[src/rtl/pc_gen_if.sv]
// rtl/pc_gen_if.sv - return-stack port bundle between pc_gen and the hardware return stack
//
// Signals:
//   stk_ctl  [1:0]  stack command (NOP / PSH / POP), driven by pc_gen
//   stk_din  [10:0] push data (return address), driven by pc_gen
//   stk_dout [10:0] top-of-stack, driven by the return stack
//   stk_ovf         sticky push-overflow flag, driven by pc_gen
//   stk_unf         sticky pop-underflow flag, driven by pc_gen
// Modports: master = pc_gen side, slave = return-stack side.
interface pc_gen_if;
  logic [1:0]  stk_ctl;
  logic [10:0] stk_din;
  logic [10:0] stk_dout;
  logic        stk_ovf;
  logic        stk_unf;

  modport master (
    output stk_ctl,
    output stk_din,
    output stk_ovf,
    output stk_unf,
    input  stk_dout
  );

  modport slave (
    input  stk_ctl,
    input  stk_din,
    input  stk_ovf,
    input  stk_unf,
    output stk_dout
  );
endinterface

[src/rtl/pc_gen.sv]
// rtl/pc_gen.sv - program-counter generation stage with return-stack control
//
// Holds the 11-bit fetch address and computes the next PC for INC, SKIP,
// GOTO, CALL, RETLW and PCL-write flows. Drives push/pop of the 4-entry
// return stack and a registered one-cycle squash (flush) for decode.
//
// Optional build macro: PC_STK_CHK_EN adds a stack depth counter with sticky
// overflow/underflow flags; without it stk_ovf/stk_unf are tied to 0.
//
// Ports:
//   clk            clock, all state on posedge
//   rst_n          synchronous active-low reset
//   stall          freeze pc, flush, depth and flags; no stack command
//   pc_op   [2:0]  0 INC, 1 SKIP, 2 GOTO, 3 CALL, 4 RETLW, 5 PCLWR, 6-7 INC
//   lit     [8:0]  instruction literal
//   pa      [1:0]  STATUS page bits
//   alu_res [7:0]  value written to PCL (with PCLWR)
//   pc      [10:0] current fetch address
//   flush          squash the instruction currently in decode
//   stk            return-stack bundle (pc_gen_if.master)
module pc_gen #(
  parameter logic [10:0] RESET_VEC = 11'h7FF
) (
  input  logic          clk,
  input  logic          rst_n,
  input  logic          stall,
  input  logic [2:0]    pc_op,
  input  logic [8:0]    lit,
  input  logic [1:0]    pa,
  input  logic [7:0]    alu_res,
  output logic [10:0]   pc,
  output logic          flush,
  pc_gen_if.master      stk
);

  localparam logic [2:0] OP_INC   = 3'd0;
  localparam logic [2:0] OP_SKIP  = 3'd1;
  localparam logic [2:0] OP_GOTO  = 3'd2;
  localparam logic [2:0] OP_CALL  = 3'd3;
  localparam logic [2:0] OP_RETLW = 3'd4;
  localparam logic [2:0] OP_PCLWR = 3'd5;

  localparam logic [1:0] STK_NOP = 2'b00;
  localparam logic [1:0] STK_PSH = 2'b01;
  localparam logic [1:0] STK_POP = 2'b10;

  logic [2:0]  eff_op;
  logic [10:0] pc_nxt;
  logic        flush_nxt;
  logic [1:0]  stk_cmd;

  // The instruction behind a redirect/skip is squashed: treat it as INC so it
  // neither redirects nor touches the stack.
  assign eff_op = flush ? OP_INC : pc_op;

  always_comb begin
    pc_nxt    = pc + 11'd1;
    flush_nxt = 1'b0;
    stk_cmd   = STK_NOP;
    case (eff_op)
      OP_SKIP: begin
        flush_nxt = 1'b1;
      end
      OP_GOTO: begin
        pc_nxt    = {pa, lit};
        flush_nxt = 1'b1;
      end
      OP_CALL: begin
        pc_nxt    = {pa, 1'b0, lit[7:0]};
        flush_nxt = 1'b1;
        stk_cmd   = STK_PSH;
      end
      OP_RETLW: begin
        // Top-of-stack is sampled now; the stack pops at the same edge.
        pc_nxt    = stk.stk_dout;
        flush_nxt = 1'b1;
        stk_cmd   = STK_POP;
      end
      OP_PCLWR: begin
        pc_nxt    = {pa, 1'b0, alu_res};
        flush_nxt = 1'b1;
      end
      default: ;
    endcase
  end

  // The instruction in execute sits at pc-1, so the return address is pc.
  assign stk.stk_din = pc;
  assign stk.stk_ctl = (rst_n && !stall) ? stk_cmd : STK_NOP;

  always_ff @(posedge clk) begin
    if (!rst_n) begin
      pc    <= RESET_VEC;
      flush <= 1'b0;
    end else if (!stall) begin
      pc    <= pc_nxt;
      flush <= flush_nxt;
    end
  end

`ifdef PC_STK_CHK_EN
  logic [2:0] depth;
  logic       ovf_q;
  logic       unf_q;

  // stk_ctl is already NOP under stall/reset, so it alone qualifies updates.
  always_ff @(posedge clk) begin
    if (!rst_n) begin
      depth <= 3'd0;
      ovf_q <= 1'b0;
      unf_q <= 1'b0;
    end else if (stk.stk_ctl == STK_PSH) begin
      if (depth == 3'd4) ovf_q <= 1'b1;
      else               depth <= depth + 3'd1;
    end else if (stk.stk_ctl == STK_POP) begin
      if (depth == 3'd0) unf_q <= 1'b1;
      else               depth <= depth - 3'd1;
    end
  end

  assign stk.stk_ovf = ovf_q;
  assign stk.stk_unf = unf_q;
`else
  assign stk.stk_ovf = 1'b0;
  assign stk.stk_unf = 1'b0;
`endif

endmodule

[src/flat_wrapper.sv]
// flat-port wrapper written by rule: the top's interface ports become plain ports
module pc_gen_flat 
#(
  parameter logic [10:0] RESET_VEC = 11'h7FF
)
  (clk, rst_n, stall, pc_op, lit, pa, alu_res, pc, flush, stk_stk_ctl, stk_stk_din, stk_stk_ovf, stk_stk_unf, stk_stk_dout);
  pc_gen_if stk_i ();
  input  logic clk;
  input  logic rst_n;
  input  logic stall;
  input  logic [2:0] pc_op;
  input  logic [8:0] lit;
  input  logic [1:0] pa;
  input  logic [7:0] alu_res;
  output logic [10:0] pc;
  output logic flush;
  output wire logic [$bits(stk_i.stk_ctl)-1:0] stk_stk_ctl;
  output wire logic [$bits(stk_i.stk_din)-1:0] stk_stk_din;
  output wire logic [$bits(stk_i.stk_ovf)-1:0] stk_stk_ovf;
  output wire logic [$bits(stk_i.stk_unf)-1:0] stk_stk_unf;
  input wire logic [$bits(stk_i.stk_dout)-1:0] stk_stk_dout;
  assign stk_stk_ctl = stk_i.stk_ctl;
  assign stk_stk_din = stk_i.stk_din;
  assign stk_stk_ovf = stk_i.stk_ovf;
  assign stk_stk_unf = stk_i.stk_unf;
  assign stk_i.stk_dout = stk_stk_dout;
  pc_gen #(.RESET_VEC(RESET_VEC)) u_core (.clk(clk), .rst_n(rst_n), .stall(stall), .pc_op(pc_op), .lit(lit), .pa(pa), .alu_res(alu_res), .pc(pc), .flush(flush), .stk(stk_i));
endmodule
[config.mk]
export PLATFORM = sky130hd
export DESIGN_NAME = pc_gen_flat
export DESIGN_NICKNAME = d
export VERILOG_FILES = /design/src/rtl/pc_gen_if.sv /design/src/rtl/pc_gen.sv /design/src/flat_wrapper.sv
export SDC_FILE = /design/constraint.sdc
export NUM_CORES = 1
export LEC_CHECK = 0
export ABC_AREA = 1
export BUFFER_PORTS_ARGS = -buffer_cell sky130_fd_sc_hd__buf_2
export CAP_MARGIN = 0
export CORE_MARGIN = 2
export CORE_UTILIZATION = 35
export CTS_CLUSTER_DIAMETER = 40
export DETAILED_ROUTE_END_ITERATION = 10
export PLACE_DENSITY = 0.7
export SYNTH_ARGS = -nofsm -noshare
export SYNTH_HDL_FRONTEND = slang
export SYNTH_SLANG_ARGS = --single-unit
[constraint.sdc]
create_clock -name clk -period 2.2 [get_ports clk]
set_input_delay 0.11 -clock clk [delete_from_list [all_inputs] [get_ports clk]]
set_output_delay 0.11 -clock clk [all_outputs]
set_load 0.02 [all_outputs]
==> summary.md <==
| Metric | Value |
|---|---|
| Fmax | roughly 0.7 GHz |
| WL final | between 3000 and 4000 um |
| Final Setup Violations | 0 |
| Fin. Hold Viols | 0 |
| Post-synthesis simple-gate area fraction | between 40% and 50% |
| Drt first-iter violations | 57 |
| Cts hold-fix bufs | 0 |
| CP Class | reg -> reg |
| Die W | ~60 um |
| Pleak | 0.811 nW |
| Met3 WL | around 160 um |
| Hold Crit Class | in -> reg |
| Fin crit share | 64.7% |
| Die area | about 0.0037 mm2 |
| Worst-Skew Late Latency | 0.27 ns |
| Post-route DRC | 0 |
| ANT nets after route | 0 |
| Fin. max-slew vios | 0 |
| Top layer in use | met4 |
| Crit-path cells | ha_1 -> nand2_1 -> nor2_2 -> nand2_1 -> nand2_1 -> nand2_1 -> nand2_1 -> nand2_1 -> nand2_1 -> nand2_1 |
| Synth Instances | 202 |
| CP arrival | 1.59 ns |
| First drt pass iteration count | 4 |
| Peak VDD IR | 226 uV |
| Via count | 1,325 |
| GRT Total Usage | 18.3% |
| Die Height | 60.8 um |
| TritonCTS clock tree | yes |
| Crit path buf inv count | 0 |
| Max stage delay on crit path | 0.45 ns |
| Post-synthesis sequential area ratio | 21.3% |
| Worst path slowest cell | dfxtp_1 |
| Setup tns final | 0 ns |
| Synthesis-to-layout area growth | 23.5% |
| Number of global-route vias before repair | around 1,200 |
| Wl on met1 | 1450 um |
| Critical Path Fanout Max | 7 |
| Critical Path RT | 2.37 ns |
| Cell family contributing the most delay on the critical path | simple AND/OR/NAND/NOR gates |
| Pin count of the biggest net entering global routing | 15 |
| Starting Density | 37.0% |
| Most frequent cells in the layout | nand2_1 (87), buf_2 (60), inv_1 (17) |
| CTS clock-pin slew for the worst setup and hold paths | 0.08 ns |
| Main combinational cell family by area after synthesis | simple AND/OR/NAND/NOR gates |
| Cell Area, Synth | between 0.001 and 0.0015 mm2 |
| Met2 routed WL | 1430 um |
| Core area | 0.00305 mm2 |
| Post-synthesis cell type count | 25 |
| Crit path time final | approximately 1.4 ns |
| Longest Clk Path Bufs | 2 |
| Clk_skew | 0.00672 ns |
| Dpl hpwl | 2420 um |
| TritonCTS Buffers | 3 |
| Global route overflow | 0 |
| Status | completed |
| Vias per cell | between 4 and 5 |
| Routed len/inst | around 10 um |
| Fillers | 359 |
| Most frequent CP cell | nand2_1 |
| Max Cap Viol | 0 |
| Final std cells w/o fill | 294 |
| Post-CTS Setup Inserts | 0 |
| Worst setup EP type | register |
| RSZ-0062 raised after global routing | no |
| Root Buffer | clkbuf_4 |
| I/O pins | between 60 and 70 |
| Inst Count DP | 291 |
| Synth Area in XOR/XNOR | 1.55% |
| H-tree Lvls | 1 |
| Compound-gate portion of the synthesized area | 9.19% |
| Commonest non-fill, non-tap cell in the layout | nand2_1 |
| Clock sinks | 12 |
| Initial antenna violation count | 0 |
| Final #Nets | between 200 and 300 |
| CTS resizes | 0 |
| Ant. Diodes | 0 |
| Crit start category | register |
| Post-synthesis mux area share | 0% |
| Overall Power | 0.727 mW |
| Post-synthesis register bit count | 12 |
| Cell Rows | 20 |
| Gp weighted congestion | 0.822 |
| Synth Area per Inst | approximately 5.6 um2 |
| Post-Synth Adder-Cell Area | 1.11% |
| PwrDens | between 500 and 600 mW/mm2 |
| Ys Warns | 0 |
| First-pass GRT wire length | just over 5000 um |
| Port bufs | 60 |
| Share of layout cells above drive strength 1 | 30.0% |
registers in the layout, indices dropped and copies added (netlist names):
register      flops
u_core.flush      1
u_core.pc        11
Yosys cell counts, drive strengths merged:
cell type   n  area (um2)
buf        14         109
dfxtp      12         240
nor2       20        97.6
clkbuf      2        7.51
inv        20        77.6
nand2      89         339
o21ai       7        35.0
nand3      15        85.1
ha          1        12.5
nor3        2        10.0
a21oi      11        55.1
nand4       3        18.8
conb        1        3.75
a31oi       1        6.26
nand3b      1        7.51
xor2        2        17.5
o21bai      1        7.51
path summary, 6_finish.rpt:
path / startpoint / end / slack, ns / cells after the start
worst max-delay path: u_core.pc[0] / u_core.pc[8] / 0.78 / 10
worst min-delay path: rst_n / u_core.flush / 0.1 / 3
worst max register to register: u_core.pc[0] / u_core.pc[8] / 0.78 / 10
worst min register to register: u_core.pc[10] / u_core.pc[10] / 0.55 / 2
routing by layer:
layer | up-vias | track usage, %
met5 | - | 0
met4 | 0 | 7.45
met3 | 2 | 3.41
met2 | 46 | 31.2
met1 | 562 | 22.5
li1 | 715 | -
through the flow:
step	setup slack [ns]	hold WS [ns]	util [%]	cell area (um2)
CTS	0.785	0.0884	45.7	1400
detailed placement	0.798	0.378	45.0	1370
floorplan	0.770	0.234	-	1130
global route	0.611	0.0843	45.7	1400
global placement	0.858	0.380	45.0	1370
finish	0.777	0.0951	45.7	1400
where the power goes:
group / internal, mW / switching (mW) / total (mW)
Clock: 0.0633 / 0.0731 / 0.136
Combinational: 0.117 / 0.201 / 0.318
Sequential: 0.238 / 0.0342 / 0.273
logic make-up after synthesis:
group / Yosys count
and+or+nand+nor: 130
buffers and inverters: 36
AOI/OAI and AO/OA: 20
DFF: 12
xor gates and xnor gates: 2
adders and majority gates: 1
other: 1
layout make-up:
cell class              instances  area [um2]  area share (%)
clock buffers                   3        22.5            1.61
flip-flops and latches         12         240            17.2
well taps                      44        55.1            3.95
multi-input cells             155         699            50.1
repair buffers                 60         300            21.5
inverters                      20        77.6            5.56
worst register-to-register path: stages (launching register included):
cell	delay, ns
dfxtp_1	0.45
ha_1	0.20
nand2_1	0.09
nor2_2	0.21
nand2_1	0.07
nand2_1	0.06
nand2_1	0.04
nand2_1	0.05
nand2_1	0.05
nand2_1	0.05
nand2_1	0.05
(Power assumes the default switching activity.)
